<file path="src/rtl/vga_pkg.sv">
// Shared VGA timing constants (800x600@60, 40 MHz pixel clock) and the common counter width.
// Used by the timing generator and by the downstream drawing stages.
package vga_pkg;

   localparam int CNT_W   = 11;
   localparam int CNT_MAX = (1 << CNT_W) - 1;

   localparam int PCLK_HZ = 40_000_000;

   localparam int H_ACTIVE_DEF = 800;
   localparam int H_FP_DEF     = 40;
   localparam int H_SYNC_DEF   = 128;
   localparam int H_BP_DEF     = 88;

   localparam int V_ACTIVE_DEF = 600;
   localparam int V_FP_DEF     = 1;
   localparam int V_SYNC_DEF   = 4;
   localparam int V_BP_DEF     = 23;

   typedef logic [CNT_W-1:0] cnt_t;

endpackage

</file>
<file path="src/rtl/vga_axis_counter.sv">
// One display axis: wrapping position counter with registered sync/blank decode.
// Sync and blank are decoded from the next count so they line up with the registered count.
module vga_axis_counter
   import vga_pkg::*;
#(
   parameter int ACTIVE = H_ACTIVE_DEF,
   parameter int FP     = H_FP_DEF,
   parameter int SYNC   = H_SYNC_DEF,
   parameter int BP     = H_BP_DEF
) (
   input  logic             pclk,
   input  logic             rst,
   input  logic             en,
   output logic [CNT_W-1:0] count,
   output logic             sync,
   output logic             blnk,
   output logic             wrap
);

   localparam int TOTAL = ACTIVE + FP + SYNC + BP;

   if ((TOTAL > CNT_MAX) || (TOTAL < 2)) begin : g_bad_total
      $error("vga_axis_counter: axis total %0d outside 2..%0d", TOTAL, CNT_MAX);
   end

   localparam cnt_t LAST    = cnt_t'(TOTAL - 1);
   localparam cnt_t BLNK_LO = cnt_t'(ACTIVE);
   localparam cnt_t SYNC_LO = cnt_t'(ACTIVE + FP);
   localparam cnt_t SYNC_HI = cnt_t'(ACTIVE + FP + SYNC);

   function automatic logic sync_dec(input cnt_t c);
      return (c >= SYNC_LO) && (c < SYNC_HI);
   endfunction

   function automatic logic blnk_dec(input cnt_t c);
      return c >= BLNK_LO;
   endfunction

   cnt_t nxt;

   always_comb begin
      nxt = (count == LAST) ? '0 : count + cnt_t'(1);
   end

   // Strobe seen by the next-slower axis: this axis is about to roll over.
   assign wrap = en && (count == LAST);

   always_ff @(posedge pclk) begin
      if (rst) begin
         count <= '0;
         sync  <= 1'b0;
         blnk  <= 1'b0;
      end else if (en) begin
         count <= nxt;
         sync  <= sync_dec(nxt);
         blnk  <= blnk_dec(nxt);
      end
   end

endmodule

</file>
<file path="src/rtl/vga_timing_gen.sv">
// VGA raster timing generator: horizontal/vertical counters, syncs, blanks and frame_start pulse.
// Optional macro VGA_TIMING_FRAME_CNT_EN adds a 16-bit frame_cnt output.
module vga_timing_gen
   import vga_pkg::*;
#(
   parameter int H_ACTIVE = H_ACTIVE_DEF,
   parameter int H_FP     = H_FP_DEF,
   parameter int H_SYNC   = H_SYNC_DEF,
   parameter int H_BP     = H_BP_DEF,
   parameter int V_ACTIVE = V_ACTIVE_DEF,
   parameter int V_FP     = V_FP_DEF,
   parameter int V_SYNC   = V_SYNC_DEF,
   parameter int V_BP     = V_BP_DEF
) (
   input  logic             pclk,
   input  logic             rst,
   input  logic             en,
   output logic [CNT_W-1:0] hcount_out,
   output logic             hsync_out,
   output logic             hblnk_out,
   output logic [CNT_W-1:0] vcount_out,
   output logic             vsync_out,
   output logic             vblnk_out,
   output logic             frame_start
`ifdef VGA_TIMING_FRAME_CNT_EN
   ,
   output logic [15:0]      frame_cnt
`endif
);

   logic h_wrap;
   logic v_wrap;

   vga_axis_counter #(
      .ACTIVE (H_ACTIVE),
      .FP     (H_FP),
      .SYNC   (H_SYNC),
      .BP     (H_BP)
   ) u_h_axis (
      .pclk  (pclk),
      .rst   (rst),
      .en    (en),
      .count (hcount_out),
      .sync  (hsync_out),
      .blnk  (hblnk_out),
      .wrap  (h_wrap)
   );

   // Vertical axis advances once per completed line.
   vga_axis_counter #(
      .ACTIVE (V_ACTIVE),
      .FP     (V_FP),
      .SYNC   (V_SYNC),
      .BP     (V_BP)
   ) u_v_axis (
      .pclk  (pclk),
      .rst   (rst),
      .en    (h_wrap),
      .count (vcount_out),
      .sync  (vsync_out),
      .blnk  (vblnk_out),
      .wrap  (v_wrap)
   );

   // v_wrap already implies en, so a stalled cycle never pulses.
   always_ff @(posedge pclk) begin
      if (rst) begin
         frame_start <= 1'b1;
      end else begin
         frame_start <= v_wrap;
      end
   end

`ifdef VGA_TIMING_FRAME_CNT_EN
   always_ff @(posedge pclk) begin
      if (rst) begin
         frame_cnt <= '0;
      end else if (v_wrap) begin
         frame_cnt <= frame_cnt + 16'd1;
      end
   end
`endif

endmodule

</file>
<file path="config.mk">
export PLATFORM = sky130hd
export DESIGN_NAME = vga_timing_gen
export DESIGN_NICKNAME = d
export VERILOG_FILES = /design/src/rtl/vga_pkg.sv /design/src/rtl/vga_axis_counter.sv /design/src/rtl/vga_timing_gen.sv
export SDC_FILE = /design/constraint.sdc
export NUM_CORES = 1
export LEC_CHECK = 0
export ABC_AREA = 1
export BUFFER_PORTS_ARGS = -buffer_cell sky130_fd_sc_hd__buf_2
export CORE_MARGIN = 5
export CORE_UTILIZATION = 49
export CTS_CLUSTER_SIZE = 30
export DETAILED_ROUTE_END_ITERATION = 8
export PLACE_DENSITY = 0.71
export SLEW_MARGIN = 5
export SYNTH_ARGS = -nofsm -noshare
export SYNTH_HDL_FRONTEND = slang
export SYNTH_SLANG_ARGS = --single-unit
export TNS_END_PERCENT = 10
</file>
<file path="constraint.sdc">
create_clock -name pclk -period 2.68 [get_ports pclk]
set_input_delay 0.402 -clock pclk [delete_from_list [all_inputs] [get_ports pclk]]
set_output_delay 0.402 -clock pclk [all_outputs]
set_load 0.02 [all_outputs]
</file>
== Word level (Yosys, flattened, before mapping) ==
Cells that the tools add are included.
Word-level totals
  register bits: 27
Cells by class
  add/sub/neg operators: 2
  multiplexer cells: 2
  reductions and logical operators: 4
  eq/ne operators: 2
  $lt $le $gt $ge: 6
Operators with widths (count)
  $ge A11 B10 Y1 const B: 4
  $add A11 B1 Y11 const B: 2
  $lt A11 B10 Y1 const B: 2
  $mux W11: 2
  $eq A11 B10 Y1 const B: 1
  $eq A11 B11 Y1 const B: 1
  $logic_and A1 B1 Y1: 4

== Depth between registers and ports, before layout ==
Gate-level depths: netlist (run 1).
  depth in word-level cells: 4
  depth in mapped cells: 14
  gate-level depth less buffers: 14

== Cells and area by module ==
From an unflattened synthesis (run 1), not the netlist that was laid out.
Second synthesis, totals
  cells, all modules: 273
  area total of the unflattened synthesis: 1757.9 sq um
By module, submodules not included
  vga_axis_counter at u_v_axis: cells an instance 147, sequential area each 260.2 sq um, times used 1, area each 929.6 sq um
  vga_axis_counter at u_h_axis: cells an instance 122, sequential area each 260.2 sq um, times used 1, area each 797.0 sq um
  vga_timing_gen: cells an instance 4, sequential area each 20.0 sq um, times used 1, area each 31.3 sq um

== Least setup slack after synthesis (run 1) ==
No wires, ideal clock.
  kind: reg2reg
  start point: register u_v_axis.count[1]
  end point: register u_v_axis.blnk
  period minus slack after synthesis: 1782 ps
  cell stages (with the launch flop): 13
  data arrival time: 1669 ps
  path buffers: 0
  slack: 898 ps
  cells stage by stage: dfxtp_1 ha_1 nand2_2 nor2_4 nand2_1 xor2_1 nand2_1 inv_2 nor2_1 nor2_1 nand2_1 o21bai_1 inv_1
Between the ends
  longest elaborated chain between the ends: 3
  elaborated cells on any way between the ends: 4
Ends and longest elaborated chain
  start: declaration: line vga_axis_counter.sv:14  | output logic [CNT_W-1:0] count,
  start signal: assignment: line vga_axis_counter.sv:54  | count <= nxt;
  $add A11 B1 Y11 or $eq A11 B10 Y1 (tied branches): line vga_axis_counter.sv:42  | nxt = (count == LAST) ? '0 : count + cnt_t'(1);
  $mux W11 (*): line vga_axis_counter.sv:42
  $ge A11 B10 Y1 (*): line vga_axis_counter.sv:36  | return c >= BLNK_LO;
  end signal: assignment: line vga_axis_counter.sv:56  | blnk <= blnk_dec(nxt);
  end: declaration: line vga_axis_counter.sv:16  | output logic blnk,
Mark *: on every way between the ends. The rest lies on a longest branch, timed or not.
A chain may end at the register's enable or synchronous reset.

== Worst setup path after layout (run 1) ==
  start point: register u_h_axis.count[0]
  end point: register u_v_axis.blnk
Between the ends
  longest elaborated chain between the ends: 2
Ends and longest elaborated chain
  start: declaration: line vga_axis_counter.sv:14
  start signal: assignment: line vga_axis_counter.sv:54
  $eq A11 B11 Y1: line vga_axis_counter.sv:46  | assign wrap = en && (count == LAST);
  $logic_and A1 B1 Y1: line vga_axis_counter.sv:46
No other way between the ends.

==> results of run 1 <==
-- cell usage in the layout, fill, tap and decap left out, drive strengths merged --
| master | synthesis | layout |
|---|---|---|
| nand2 | 64 | 64 |
| inv | 40 | 40 |
| nor2 | 31 | 31 |
| buf | 3 | 29 |
| dfxtp | 27 | 27 |
| o21ai | 27 | 27 |
| a21oi | 21 | 21 |
| nand3 | 19 | 19 |
| nand4 | 5 | 5 |
| xor2 | 4 | 4 |
| clkbuf | 3 | 4 |
| nor3 | 3 | 3 |
| ha | 3 | 3 |
| o21bai | 3 | 3 |
| xnor2 | 2 | 2 |
| nand3b | 1 | 1 |
| o2111ai | 1 | 1 |
| a211oi | 1 | 1 |
| and2 | 1 | 1 |
-- area by class of cell --
type                    count  area, um2
flip-flops and latches     27        541
well taps                  46       57.6
repair buffers             29        145
inverters                  40        150
fillers                   328       1430
clock buffers               4       26.3
multi-input cells         186        957
-- routing by layer --
| layer | up-vias | GRT usage, % | share of wire (%) |
|---|---|---|---|
| met2 | 30 | 26.0 | 43 |
| met3 | 5 | 3.78 | 4.7 |
| met5 | - | 0 | 0 |
| met1 | 734 | 25.4 | 51 |
| li1 | 882 | - | - |
| met4 | 0 | 5.96 | 1.0 |
-- power by group --
part | switching, mW | total, mW | internal (mW) | leakage [nW]
Combinational | 0.0575 | 0.0848 | 0.0272 | 0.675
Sequential | 0.0144 | 0.429 | 0.414 | 0.220
Clock | 0.117 | 0.176 | 0.0583 | 0.0150
Total | 0.189 | 0.689 | 0.500 | 0.911
-- cells by family after synthesis --
group	Yosys count
simple gates	124
compound gates	53
buf+inv	46
flops	27
xor+xnor	6
fa+ha+maj	3
-- path summary, 6_finish.rpt --
kind | end | slack (ns)
hold / removal | u_h_axis.sync | 0.31
hold reg to reg | u_v_axis.sync | 0.49
setup / recovery | u_v_axis.blnk | 0.66
setup reg to reg | u_v_axis.blnk | 0.66
-- state kept, by name (all words and copies together), names as in the netlist --
signal	cells
u_h_axis.sync	1
u_h_axis.count	11
u_v_axis.sync	1
u_h_axis.blnk	1
frame_start	1
u_v_axis.blnk	1
u_v_axis.count	11
-- stage by stage --
stage	util, %	cells	cell area, um2
after global placement	55.9	328	1850
after global routing	56.7	332	1880
final	56.7	332	1880
after CTS	56.7	332	1880
after detailed placement	55.9	328	1850
after floorplan	-	259	1670
==> flow_metrics.env, run 1 <==
export IMPL_status="complete, no violations"
export IMPL_ctsHoldBuffers=0
export IMPL_whs_ns=0.307
export IMPL_crit_type="register to register"
export IMPL_drtIter0Drc=127
export IMPL_synth_simple_area_share_pct=34.9
export IMPL_layout_nets=293
export IMPL_clock_latency_ns=0.33
export IMPL_grt_usage_pct=17.7
export IMPL_initial_core_util_pct=50.6
export IMPL_synthMuxAreaShare_pct=0
export IMPL_required_ns=2.92
export IMPL_p_per_area_mw_per_mm2=367
export IMPL_dominantRegCellSynth="dfxtp_1"
export IMPL_arrival_ns=2.26
export IMPL_crit_path_start_kind="register"
export IMPL_cts_buffers_inserted=3
export IMPL_postCtsSetupRepairBufs=0
export IMPL_diodes=0
export IMPL_synthAdderAreaFrac_pct=2.24
export IMPL_holdPathStages=2
export IMPL_grt_pass1_wl_um=6360
export IMPL_h_tree_depth=1
export IMPL_drv_cap=0
export IMPL_root_buffer="clkbuf_4"
export IMPL_num_io_pins=30
export IMPL_ir_drop_v=0.000293
export IMPL_synth_top_cell_by_area="dfxtp_1"
export IMPL_synth_top_cell_area_share_pct=32.3
export IMPL_grt_start_max_net_pins=27
export IMPL_synth_seq_area_share_pct=32.3
export IMPL_die_h_um=68.5
export IMPL_slew_headroom_pct=59.3
export IMPL_syn_num_nets=265
export IMPL_clkSinkCount=27
export IMPL_dpl_worst_slack_ns=0.680
export IMPL_worstMarginPinSlew_ns=0.610
export IMPL_setup_ws_ns=0.661
export IMPL_p_total_mw=0.689
export IMPL_syn_area_mm2=0.00167
export IMPL_max_freq_mhz=495
export IMPL_syn_inst=259
export IMPL_synth_edf_count=0
export IMPL_synth_top_family_by_area="simple AND/OR/NAND/NOR gates"
export IMPL_drt_pass1_iter_count=4
export IMPL_syn_area_per_cell_um2=6.46
export IMPL_post_dp_hpwl_um=2920
export IMPL_synth_compound_area_share_pct=16.9
export IMPL_cts_tree="done"
export IMPL_drc=0
export IMPL_r2r_worst_path_cells=10
export IMPL_holdCritStartpoint="rst"
export IMPL_cp_depth=10
export IMPL_ys_ff_latch=27
export IMPL_cpLargestDelayFamily="simple AND/OR/NAND/NOR gates"
export IMPL_critPathLaunch="u_h_axis.count[0]"
export IMPL_grt_pass1_vias=1435
export IMPL_path_cells="ha_1, nand2_1, nor2_4, nand3_4, nor2_4, nand2_1, nor2_1, nand2_1, o21bai_1, inv_1"
export IMPL_rows=21
export IMPL_num_vias=1651
export IMPL_cpMostUsedCell="nand2_1"
export IMPL_design_core_area_mm2=0.00331
export IMPL_clkSlewWorstSetupHoldPaths_ns=0.15
export IMPL_drt_wirelength_per_cell_um=11.6
export IMPL_synth_cell_types=27
export IMPL_via_per_inst=4.97
export IMPL_port_buffers=29
export IMPL_setup_viol=0
export IMPL_wl_um=3840
export IMPL_async_reset_ff_share_pct=0
export IMPL_synth_area_top_cells="dfxtp_1 32%, nand2_1 14%, inv_1 7.6%"
export IMPL_routabilityCongestion=0.863
export IMPL_grt_remaining_overflow=0
export IMPL_fp_dieW_um=68.5
export IMPL_cts_buffer_depth=2
export IMPL_syn2layout_area_growth_pct=12.1
export IMPL_fin_crit_ns=2.02
export IMPL_dieArea_mm2=0.00469
export IMPL_cp_max_fo=26
export IMPL_post_cts_resized=0
export IMPL_drive_gt1_share_pct=17.8
export IMPL_ys_top_cells_by_count="63 x nand2_1, 34 x inv_1, 27 x dfxtp_1, 24 x nor2_1, 22 x o21ai_0"
export IMPL_fin_setup_tns_ns=0
export IMPL_synth_xor_area_share_pct=3.14
export IMPL_critPathSlowestCell="dfxtp_1"
export IMPL_hold_class="primary input to register"
export IMPL_leakage_nw=0.911
export IMPL_antenna_found_initial=0
export IMPL_rsz0062_at_grt="no"
export IMPL_cpPeakStageDelay_ns=0.42
export IMPL_final_antenna_net_count=0
export IMPL_end_kind="register"
export IMPL_min_period_over_period_pct=75.3
export IMPL_post_synth_top_count_cell="nand2_1"
export IMPL_skew_ns=0.0126
export IMPL_crit_buf_inv=1
export IMPL_drv_slew=0
export IMPL_r2r_start="u_h_axis.count[0]"
export IMPL_ys_warn_count=0
export IMPL_hold_violations=0
Power figures use the tool's default switching activity.
==> run 2, diff against run 1 <==
Clock period 2.68 ns to 1.95 ns, I/O delays scaled along.
==> run 2 against run 1 <==
Non-clock buffer count up 6. Wire length is 0.31% higher. Power rose by 40%. Sequential power up 37%. Global-route usage is 0.078 points higher. Largest power group unchanged. Core utilization increased by 1.5 points.
==> flow_metrics.env, run 2 (synthesized netlist as in run 1, its figures left out) <==
export IMPL_skew_ns=0.0165
export IMPL_clkSlewWorstSetupHoldPaths_ns=0.16
export IMPL_drive_gt1_share_pct=20.2
export IMPL_post_dp_hpwl_um=2970
export IMPL_drt_pass1_iter_count=4
export IMPL_clkSinkCount=27
export IMPL_setup_viol=0
export IMPL_drt_wirelength_per_cell_um=11.4
export IMPL_rows=21
export IMPL_min_period_over_period_pct=91.7
export IMPL_largestRegisters="u_h_axis.count (11), u_v_axis.count (11)"
export IMPL_dieArea_mm2=0.00469
export IMPL_clock_latency_ns=0.34
export IMPL_dp_cells=334
export IMPL_fp_dieW_um=68.5
export IMPL_via_per_inst=4.88
export IMPL_ir_drop_v=0.000320
export IMPL_dpl_worst_slack_ns=0.166
export IMPL_crit_type="register to register"
export IMPL_cts_buffer_depth=2
export IMPL_fin_setup_tns_ns=0
export IMPL_antenna_found_initial=0
export IMPL_initial_core_util_pct=50.6
export IMPL_arrival_ns=2.03
export IMPL_fill_cells=339
export IMPL_final_cell_area_mm2=0.00193
export IMPL_port_buffers=29
export IMPL_leakage_nw=0.941
export IMPL_grt_pass1_wl_um=6390
export IMPL_setup_ws_ns=0.162
export IMPL_crit_path_start_kind="register"
export IMPL_cts_buffers_inserted=3
export IMPL_required_ns=2.19
export IMPL_ctsHoldBuffers=0
export IMPL_cts_tree="done"
export IMPL_grt_usage_pct=17.8
export IMPL_drtIter0Drc=122
export IMPL_status="complete, no violations"
export IMPL_die_h_um=68.5
export IMPL_postCtsSetupRepairBufs=0
export IMPL_grt_pass1_vias=1431
export IMPL_hold_class="primary input to register"
export IMPL_layout_nets=299
export IMPL_final_common_cell="nand2_1"
export IMPL_drv_slew=0
export IMPL_diodes=0
export IMPL_grt_start_max_net_pins=20
export IMPL_worstMarginPinSlew_ns=0.415
export IMPL_root_buffer="clkbuf_4"
export IMPL_syn2layout_area_growth_pct=15.1
export IMPL_wl_um=3850
export IMPL_fin_cells=338
export IMPL_final_antenna_net_count=0
export IMPL_routabilityCongestion=0.833
export IMPL_multi_input_comb_area_um2=957
export IMPL_fin_crit_ns=1.79
export IMPL_placed_area_mm2=0.00190
export IMPL_final_util_pct=58.2
export IMPL_end_kind="register"
export IMPL_max_freq_mhz=559
export IMPL_cp_max_fo=5
export IMPL_slew_headroom_pct=72.3
export IMPL_h_tree_depth=1
export IMPL_hold_violations=0
export IMPL_drc=0
export IMPL_design_core_area_mm2=0.00331
export IMPL_final_cell_mix="63 x nand2_1, 34 x inv_1, 29 x buf_2"
export IMPL_num_vias=1649
export IMPL_num_io_pins=30
export IMPL_regArea_um2=542
export IMPL_drv_cap=0
export IMPL_rsz0062_at_grt="no"
export IMPL_p_per_area_mw_per_mm2=502
export IMPL_grt_remaining_overflow=0
-- run 2: stage by stage --
| stage | power (mW) | hold WS (ns) |
|---|---|---|
| 6_report | 0.966 | 0.165 |
| 5_1_grt | 1.02 | 0.167 |
| 4_1_cts | 0.973 | 0.167 |
| 3_5_place_dp | 0.724 | 0.464 |
| 3_3_place_gp | 0.723 | 0.463 |
| 2_1_floorplan | 0.683 | 0.362 |
-- run 2: cell type report --
cell class	instances	share of cell area, %
Clock buffer	3	1.17
Clock inverter	1	0.390
Inverter	40	7.79
Multi-Input combinational cell	186	49.7
Sequential cell	27	28.1
Tap cell	46	2.99
Timing Repair Buffer	35	9.87
-- run 2: worst paths after layout --
kind / from / end / slack [ns] / cells after the start
max: u_v_axis.count[0] / u_v_axis.blnk / 0.16 / 12
min: rst / u_h_axis.count[10] / 0.16 / 2
max reg2reg: u_v_axis.count[0] / u_v_axis.blnk / 0.16 / 12
min reg2reg: u_h_axis.sync / u_h_axis.sync / 0.48 / 2
-- run 2: metal layers --
layer	routed length [um]	GRT usage (%)	share of wire [%]	up-vias
met1	2060	26.1	53	723
li1	-	-	-	895
met3	130	2.79	3.4	2
met4	8	5.96	0.21	0
met2	1660	26.1	43	29
met5	0	0	0	-
-- run 2: power by group --
part	internal (mW)	switching, mW	leakage (nW)
combinational	0.0426	0.0816	0.707
clock	0.0785	0.176	0.0139
sequential	0.570	0.0178	0.221
total	0.691	0.275	0.941
-- run 2: critical path, stage by stage (launching register included) --
cell	delay (ns)
dfxtp_2	0.39
ha_1	0.20
nand2_2	0.10
nor2_4	0.15
nand2_1	0.10
xor2_1	0.18
nand2_1	0.09
inv_2	0.08
nor2_1	0.04
nor2_1	0.08
nand2_1	0.08
o21bai_1	0.14
inv_1	0.05
-- run 2: what timing repair did --
| action | in CTS | in global routing |
|---|---|---|
| resized for setup | 0 | 1 |
| setup endpoints to repair | 0 | 2 |
| endpoints found under the hold margin | 0 | 0 |
==> run 3, diff against run 2 <==
Settings changed: REMOVE_ABC_BUFFERS from default to 1, SYNTH_HIERARCHICAL from default to 1.
==> run 3 against run 2 <==
Clock skew shrank 0.011 ns. Core utilization grew 2.3 points. Highest routed layer unchanged. Critical path type unchanged. Clock power shrank 7.8%. Register-to-register slack is essentially flat. Critical endpoint is now u_v_axis/sync. First-iteration DRC count grew 29%. Count of clock-buffer cells in the layout is the same. Sequential cell count is the same. Sequential power shrank 1%. Global-route usage shrank 0.51 points.
==> flow_metrics.env, run 3 <==
export IMPL_synth_cell_types=26
export IMPL_ys_warn_count=6
export IMPL_final_cell_mix="68 x nand2_1, 41 x inv_1, 29 x buf_2"
export IMPL_syn_area_mm2=0.00176
export IMPL_syn_area_per_cell_um2=6.44
export IMPL_syn2layout_area_growth_pct=17.7
export IMPL_drc=0
export IMPL_synth_edf_count=0
export IMPL_seq_power_share_pct=61.6
export IMPL_comb_power_share_pct=13.6
export IMPL_arrival_ns=2.05
export IMPL_synth_area_top_cells="dfxtp_1 31%, nand2_1 15%, inv_1 9.0%"
export IMPL_worstMarginPinSlew_ns=0.332
export IMPL_setup_ws_ns=0.163
export IMPL_final_cell_area_mm2=0.00207
export IMPL_post_dp_hpwl_um=3190
export IMPL_root_buffer="clkbuf_4"
export IMPL_grt_pass1_wl_um=7100
export IMPL_via_per_inst=4.89
export IMPL_min_period_over_period_pct=91.7
export IMPL_synth_top_family_by_area="simple AND/OR/NAND/NOR gates"
export IMPL_setup_viol=0
export IMPL_drive_gt1_share_pct=26.3
export IMPL_ir_drop_v=0.000411
export IMPL_dp_cells=352
export IMPL_final_antenna_net_count=0
export IMPL_clock_latency_ns=0.32
export IMPL_ys_ff_latch=27
export IMPL_synth_compound_area_share_pct=16.0
export IMPL_synth_top_cell_by_area="dfxtp_1"
export IMPL_grt_start_max_net_pins=18
export IMPL_antenna_found_initial=0
export IMPL_synthAdderAreaFrac_pct=2.14
export IMPL_r2r_worst_path_cells=12
export IMPL_holdPathStages=2
export IMPL_clkSinkCount=27
export IMPL_routabilityCongestion=0.865
export IMPL_dominantRegCellSynth="dfxtp_1"
export IMPL_fp_dieW_um=69.9
export IMPL_initial_core_util_pct=51.5
export IMPL_hold_class="primary input to register"
export IMPL_crit_path_start_kind="register"
export IMPL_leakage_nw=1.00
export IMPL_ys_top_cells_by_count="69 x nand2_1, 42 x inv_1, 27 x dfxtp_1, 26 x nor2_1, 20 x a21oi_1"
export IMPL_drt_wirelength_per_cell_um=11.6
export IMPL_synth_top_cell_area_share_pct=30.7
export IMPL_skew_ns=0.00584
export IMPL_h_tree_depth=1
export IMPL_design_core_area_mm2=0.00342
export IMPL_grt_remaining_overflow=0
export IMPL_port_buffers=29
export IMPL_switching_share_pct=27.1
export IMPL_post_synth_top_count_cell="nand2_1"
export IMPL_final_common_cell="nand2_1"
export IMPL_fill_cells=354
export IMPL_dpl_worst_slack_ns=0.0792
export IMPL_synth_seq_area_share_pct=30.7
export IMPL_grt_usage_pct=17.3
export IMPL_placed_area_mm2=0.00200
export IMPL_async_reset_ff_share_pct=0
export IMPL_crit_type="register to register"
export IMPL_cts_buffer_depth=2
export IMPL_synth_simple_area_share_pct=38.9
export IMPL_p_total_mw=0.944
export IMPL_drv_slew=0
export IMPL_syn_inst=273
export IMPL_cp_max_fo=8
export IMPL_fin_cells=358
export IMPL_hold_violations=0
export IMPL_num_io_pins=30
export IMPL_synth_xor_area_share_pct=1.49
export IMPL_fin_crit_ns=1.79
export IMPL_num_vias=1751
export IMPL_status="complete, no violations"
export IMPL_dieArea_mm2=0.00489
export IMPL_wl_um=4140
export IMPL_largestRegisters="u_h_axis/count (11), u_v_axis/count (11)"
export IMPL_p_per_area_mw_per_mm2=457
export IMPL_fin_setup_tns_ns=0
export IMPL_cts_tree="done"
export IMPL_clkPwrFrac_pct=24.8
export IMPL_layout_nets=319
export IMPL_drv_cap=0
export IMPL_whs_ns=0.249
export IMPL_max_freq_mhz=560
export IMPL_slew_headroom_pct=77.9
export IMPL_end_kind="register"
export IMPL_required_ns=2.22
export IMPL_die_h_um=69.9
export IMPL_final_util_pct=60.5
export IMPL_diodes=0
export IMPL_synthMuxAreaShare_pct=0
export IMPL_grt_pass1_vias=1578
export IMPL_clkSlewWorstSetupHoldPaths_ns=0.14
export IMPL_cellInternalPower_mw=0.689
export IMPL_cts_buffers_inserted=3
export IMPL_rows=21
export IMPL_drt_pass1_iter_count=4
export IMPL_drtIter0Drc=157
export IMPL_p_sw_mw=0.256
run 3: cell count changes in the layout (fill, tap and decap cells not counted), moves of 3 or more:
cell,before,now
a21oi_2,0,4
buf_4,6,10
inv_1,34,41
inv_2,6,2
nand2_1,63,68
nand2_2,1,9
nand3_2,3,8
nor2_2,2,5
o21ai_0,22,18
o21ai_1,5,1
run 3: cells by family (layout without fill, tap and decap cells):
group,count (synthesis),after routing
adders and majority gates,3,3
and+or+nand+nor,142,142
DFF,27,27
AOI/OAI and AO/OA,49,49
xor gates and xnor gates,3,3
buffers and inverters,49,88
run 3: power by group through the flow:
stage / clock [mW] / sequential [mW] / combinational [mW]
floorplan: 0 / 0.616 / 0.0532
global placement: 0 / 0.593 / 0.126
detailed placement: 0 / 0.594 / 0.127
CTS: 0.249 / 0.581 / 0.127
global route: 0.275 / 0.585 / 0.143
finish: 0.235 / 0.582 / 0.128
run 3: final cells by class:
cell class / count / area (um2) / share of cell area (%)
clock buffers: 3 / 22.5 / 1.09
clock inverters: 1 / 5.00 / 0.242
inverters: 45 / 169 / 8.17
multi-input cells: 197 / 1050 / 50.8
flip-flops and latches: 27 / 543 / 26.3
well taps: 46 / 57.6 / 2.78
repair buffers: 39 / 220 / 10.6
run 3: path summary, 6_finish.rpt:
path | from | endpoint | slack (ns)
hold reg to reg | u_h_axis/sync | u_h_axis/sync | 0.49
setup reg to reg | u_h_axis/count[10] | u_v_axis/sync | 0.16
setup / recovery | u_h_axis/count[10] | u_v_axis/sync | 0.16
hold / removal | en | u_h_axis/count[0] | 0.25
run 3: worst max-delay path: stages, from the launching register on:
cell	delay (ns)
dfxtp_1	0.39
inv_1	0.08
nor3_1	0.30
nand2_2	0.14
inv_1	0.07
nand2_1	0.07
inv_1	0.09
inv_2	0.08
a21oi_2	0.13
nand2_1	0.09
a21oi_1	0.11
nand2_1	0.08
a21oi_2	0.11
run 3: layer usage:
layer	vias up	track usage, %	routed length, um
met5	-	0	0
met4	0	3.19	31
met3	4	3.73	196
met2	37	25.6	1710
met1	761	25.8	2200
li1	949	-	-
run 3: what timing repair did:
action                     in CTS  in global routing
hold endpoints to repair        0                  0
setup endpoints to repair       0                  3
gates resized for setup         0                  8
hold buffers                    0                  0
setup buffers                   0                  2
